[config.mk]
export PLATFORM = sky130hd
export DESIGN_NAME = fetch_ctrl
export DESIGN_NICKNAME = d
export VERILOG_FILES = /design/src/rtl/fetch_pkg.sv /design/src/rtl/fetch_ctrl.sv
export SDC_FILE = /design/constraint.sdc
export NUM_CORES = 1
export LEC_CHECK = 0
export BUFFER_PORTS_ARGS = -buffer_cell sky130_fd_sc_hd__buf_4
export CORE_MARGIN = 2
export CORE_UTILIZATION = 49
export DETAILED_ROUTE_END_ITERATION = 7
export PLACE_DENSITY = 0.82
export SYNTH_ARGS = -nofsm -noshare
export SYNTH_HDL_FRONTEND = slang
export SYNTH_SLANG_ARGS = --single-unit
[constraint.sdc]
create_clock -name clk -period 3 [get_ports clk]
set_input_delay 0.6 -clock clk [delete_from_list [all_inputs] [get_ports clk]]
set_output_delay 0.6 -clock clk [all_outputs]
set_load 0.01 [all_outputs]
[src/rtl/fetch_pkg.sv]
// Shared types and constants for the instruction fetch controller.
// Holds the FSM state encoding, bus widths and the legal-length helper.
package fetch_pkg;

  localparam int ADDR_W  = 32;
  localparam int INSTR_W = 40;
  localparam int LEN_W   = 3;
  localparam int MAX_LEN = 5;

  typedef enum logic [2:0] {
    ST_IDLE,
    ST_FETCH,
    ST_VALID,
    ST_HALTED,
    ST_FAULT
  } state_t;

  // A length of zero or anything beyond the longest encoding is an illegal instruction.
  function automatic logic len_legal(input logic [LEN_W-1:0] len, input int max_len);
    return (len != '0) && (int'(len) <= max_len);
  endfunction

endpackage

[src/rtl/fetch_ctrl.sv]
// Instruction fetch controller: walks a byte-addressed instruction stream,
// presents one captured 5-byte window at a time to decode, and handles redirect/halt/fault.
module fetch_ctrl
  import fetch_pkg::*;
#(
  parameter logic [ADDR_W-1:0] RESET_PC = 32'h0,
  parameter int                MAX_LEN  = fetch_pkg::MAX_LEN,
  parameter int                CNT_W    = 16
) (
  input  logic                clk,
  input  logic                reset,
  input  logic                start,
  input  logic [ADDR_W-1:0]   start_pc,
  output logic [ADDR_W-1:0]   imem_pc,
  input  logic [INSTR_W-1:0]  imem_instr,
  output logic                fe_valid,
  output logic [ADDR_W-1:0]   fe_pc,
  output logic [INSTR_W-1:0]  fe_instr,
  input  logic                de_ready,
  input  logic [LEN_W-1:0]    de_len,
  input  logic                redirect_valid,
  input  logic [ADDR_W-1:0]   redirect_pc,
  input  logic                halt_req,
  output logic                busy,
  output logic                fault,
  output logic [CNT_W-1:0]    fetch_count
);

  state_t             state, state_nx;
  logic [ADDR_W-1:0]  pc, pc_nx;
  logic               load_fe;
  logic               count_inc;
  logic               legal;

  assign legal = len_legal(de_len, MAX_LEN);

  always_ff @(posedge clk) begin
    if (reset) state <= ST_IDLE;
    else       state <= state_nx;
  end

  // Priority inside each state: redirect, then accept/fault, then halt, then start.
  always_comb begin
    state_nx  = state;
    pc_nx     = pc;
    load_fe   = 1'b0;
    count_inc = 1'b0;
    case (state)
      ST_IDLE, ST_HALTED: begin
        if (start) begin
          pc_nx    = start_pc;
          state_nx = ST_FETCH;
        end
      end
      ST_FETCH: begin
        if (redirect_valid) begin
          pc_nx    = redirect_pc;
          state_nx = ST_FETCH;
        end else if (halt_req) begin
          state_nx = ST_HALTED;
        end else begin
          load_fe  = 1'b1;
          state_nx = ST_VALID;
        end
      end
      ST_VALID: begin
        if (redirect_valid) begin
          pc_nx    = redirect_pc;
          state_nx = ST_FETCH;
        end else if (de_ready && !legal) begin
          state_nx = ST_FAULT;
        end else begin
          if (de_ready) begin
            pc_nx     = pc + ADDR_W'(de_len);
            count_inc = 1'b1;
            state_nx  = ST_FETCH;
          end
          if (halt_req) state_nx = ST_HALTED;
        end
      end
      ST_FAULT: state_nx = ST_FAULT;
      default:  state_nx = ST_IDLE;
    endcase
  end

  // The presented window is only written on entry to VALID, so it stays stable until accepted.
  always_ff @(posedge clk) begin
    if (reset) begin
      pc          <= RESET_PC;
      fe_pc       <= '0;
      fe_instr    <= '0;
      fetch_count <= '0;
    end else begin
      pc <= pc_nx;
      if (load_fe) begin
        fe_pc    <= pc;
        fe_instr <= imem_instr;
      end
      if (count_inc) fetch_count <= fetch_count + 1'b1;
    end
  end

  assign imem_pc  = pc;
  assign fe_valid = (state == ST_VALID);
  assign busy     = (state == ST_FETCH) || (state == ST_VALID);
  assign fault    = (state == ST_FAULT);

endmodule

==> results.toml <==
[detailed_routing]
drtIter0Drc = 585
wl_mm = 18.95
firstDrtPassIters = 5
drc = 0
dr.max_layer_used = "met4"
wl_met3_mm = 1.641
wl_met1_mm = 7.915
via_per_inst = 5.755
ant_nets = 0
num_vias = 6526
wl_met2_mm = 8.926
routedWlPerCell_um = 16.71

[logic_synthesis]
synth_cell_types = 62
synth_edf_count = 0
synth_seq_area_share_pct = 41.55
synth-compound-area-share_pct = 23.27
yosysWarningCount = 0
async_flop_share_pct = 0
netlist_instances = 755
synth_most_common_cell = "nand2_1"
syn-cell-area_sq_mm = 0.005926
synth_seq_cells = 123
yosys.area_share.adder_pct = 1.182
syn-num-nets = 873
avgSynthCellArea_sq_um = 7.849
synth_commonest_cells = "174 x nand2_1, 123 x dfxtp_1, 97 x a21oi_1"
synth_xor_area_share_pct = 3.399
yosys.area.top_type = "dfxtp_1"
synth_flop_cell = "dfxtp_1"
synth_top_area_share_pct = 41.55
yosys-top-cells-area = "dfxtp_1 42%, nand2_1 11%, a21oi_1 8.2%"
synth_top_family_by_area = "simple AND/OR/NAND/NOR gates"
yosys.area_share.simple_pct = 24.89
muxShareOfSynthArea_pct = 1.077

[die]
num_io_pins = 236
fp.dieW_um = 114.0
num_rows = 40
fp.dieArea_sq_mm = 0.01299
die_h_um = 114.0
coreArea_sq_mm = 0.01191
start_util_pct = 49.75

[critical_path]
worstPathRequired_ns = 2.40
start_kind = "register"
end_kind = "output pin"
crit_path_max_fanout = 15
critPathKind = "register to output pin"
crit_arrival_ns = 2.16

[clocking]
numClockSinks = 123
cts_buffer_depth = 2
postCtsSetupRepairBufs = 0
path_clk_slew_ns = 0.05
tritoncts.num_buffers = 17
ctsRootBufferMaster = "clkbuf_16"
ctsResizeCount = 0
cts_tree = "yes"
clk_latency_ns = 0.41
htree_num_levels = 4
hold_buffers = 0

[power_and_ir_drop]
p_leak_nw = 3.564
swShare_pct = 27.39
combPwrFrac_pct = 18.6
power_density_mw_per_mm2 = 557.2
seqPwrFrac_pct = 39.6
intPower_mw = 3.409
p_sw_mw = 1.286
vdd_ir_drop_max_v = 0.0002980
clock_power_share_pct = 41.8

[min_path]
hp-class = "input pin to register"

[timing]
worst_pin_slew_ns = 0.6330
max_freq_mhz = 362.4
relSlewSlack_pct = 57.62
skew_ns = 0.006795
slew_viol_final = 0
setup_viol = 0
rsz0062_at_grt = "no"
fin_crit_ns = 2.759
fin_crit_sh_pct = 91.98
setup_tns_ns = 0
hold_viol = 0

[final_layout]
multiInputGateArea_sq_mm = 0.003218
antennaDiodeCount = 0
layout.nets = 1093
fin_cells = 1134
drive_gt1_share_pct = 30.19
ff_latch_area_sq_mm = 0.002462
syn2layout_area_growth_pct = 42.21
fillers = 1027

[grt]
gr-total-overflow = 0
grt_max_degree = 73
grt_pass1_wl_mm = 29.63
grtUsageTotal_pct = 28.59
antenna_found_initial = 0
grt_pass1_vias = 5879

[place]
io_buffers = 235
dp_hpwl_mm = 13.30
dp.cells = 1103
gp_congestion = 0.9496

[job]
cap_violations = 0

[outcome]
outcome = "finished, final reports clean"
## registers in the layout, summed over array words and instances, names as in the netlist
name	flops
fe_instr	40
fe_pc	32
fetch_count	16
imem_pc	32
state	3
## placed cells by master (no fill, tap or decap), drive strengths merged, types with 5 or more instances in the layout
cell      n
nor2     51
a22oi     5
inv      12
clkbuf   24
a221o     8
buf     257
xnor2     8
a22o     15
nand3     8
nor4      9
o21ai    30
a211oi    9
dfxtp   123
and4      8
and3      9
a222oi    5
nand4     6
and2      7
nand2b    5
a21o      6
xor2     15
nor3     18
a221oi    8
a21oi    97
nand2   174
## per-stage QoR
step | area (sq um) | hold WS [ns] | total power [mW] | setup slack, ns | utilization, %
after floorplan | 5926 | 0.4805 | 2.324 | 0.2624 | -
final | 8427 | 0.4357 | 4.695 | 0.2406 | 70.75
after global placement | 7864 | 0.4423 | 2.739 | 0.2444 | 66.02
after global routing | 8427 | 0.4224 | 4.888 | 0.1557 | 70.75
after detailed placement | 7864 | 0.4469 | 2.752 | 0.1650 | 66.02
after CTS | 8427 | 0.4206 | 4.707 | 0.2827 | 70.75
## per-layer routing
metal | vias to the layer above | global-route usage (%)
li1 | 3130 | -
met1 | 3030 | 36.00
met2 | 326 | 46.79
met3 | 40 | 7.811
met4 | 0 | 10.98
met5 | - | 0
## path summary, 6_finish.rpt
| check | startpoint | slack, ns | depth (start not counted) | endpoint |
|---|---|---|---|---|
| hold reg to reg | fe_instr[2]$_SDFFE_PP0P_ | 0.45 | 2 | fe_instr[2]$_SDFFE_PP0P_ |
| setup reg to reg | imem_pc[0]$_SDFFE_PP0P_ | 0.43 | 9 | imem_pc[14]$_SDFFE_PP0P_ |
| hold / removal | imem_instr[35] | 0.44 | 3 | fe_instr[35]$_SDFFE_PP0P_ |
| setup / recovery | state[1]$_SDFFE_PP0P_ | 0.24 | 3 | fe_valid |
## logic make-up after synthesis
logic type      after synthesis
xor+xnor                     23
compound gates              215
mux                           6
buf+inv                      68
flops                       123
simple gates                315
fa+ha+maj                     5
## worst max-delay path: stages, from the launching register on
cell     delay [ns]
dfxtp_1        0.66
buf_4          0.28
nor3b_2        0.56
buf_4          0.24
## power groups by stage
stage | clock, mW | combinational, mW | sequential [mW]
floorplan | 0 | 0.439 | 1.89
global placement | 0 | 0.851 | 1.89
detailed placement | 0 | 0.863 | 1.89
CTS | 1.98 | 0.868 | 1.86
global route | 2.07 | 0.949 | 1.87
finish | 1.96 | 0.875 | 1.86
## final cells by class
| type | count | area share, % |
|---|---|---|
| timing repair buffer | 257 | 23.19 |
| sequential | 123 | 29.22 |
| clock buffer | 24 | 5.598 |
| clock inverter | 7 | 1.084 |
| inverter | 12 | 0.5345 |
| tap | 147 | 2.183 |
| multi-input combinational | 564 | 38.19 |
(Power assumes the default switching activity.)
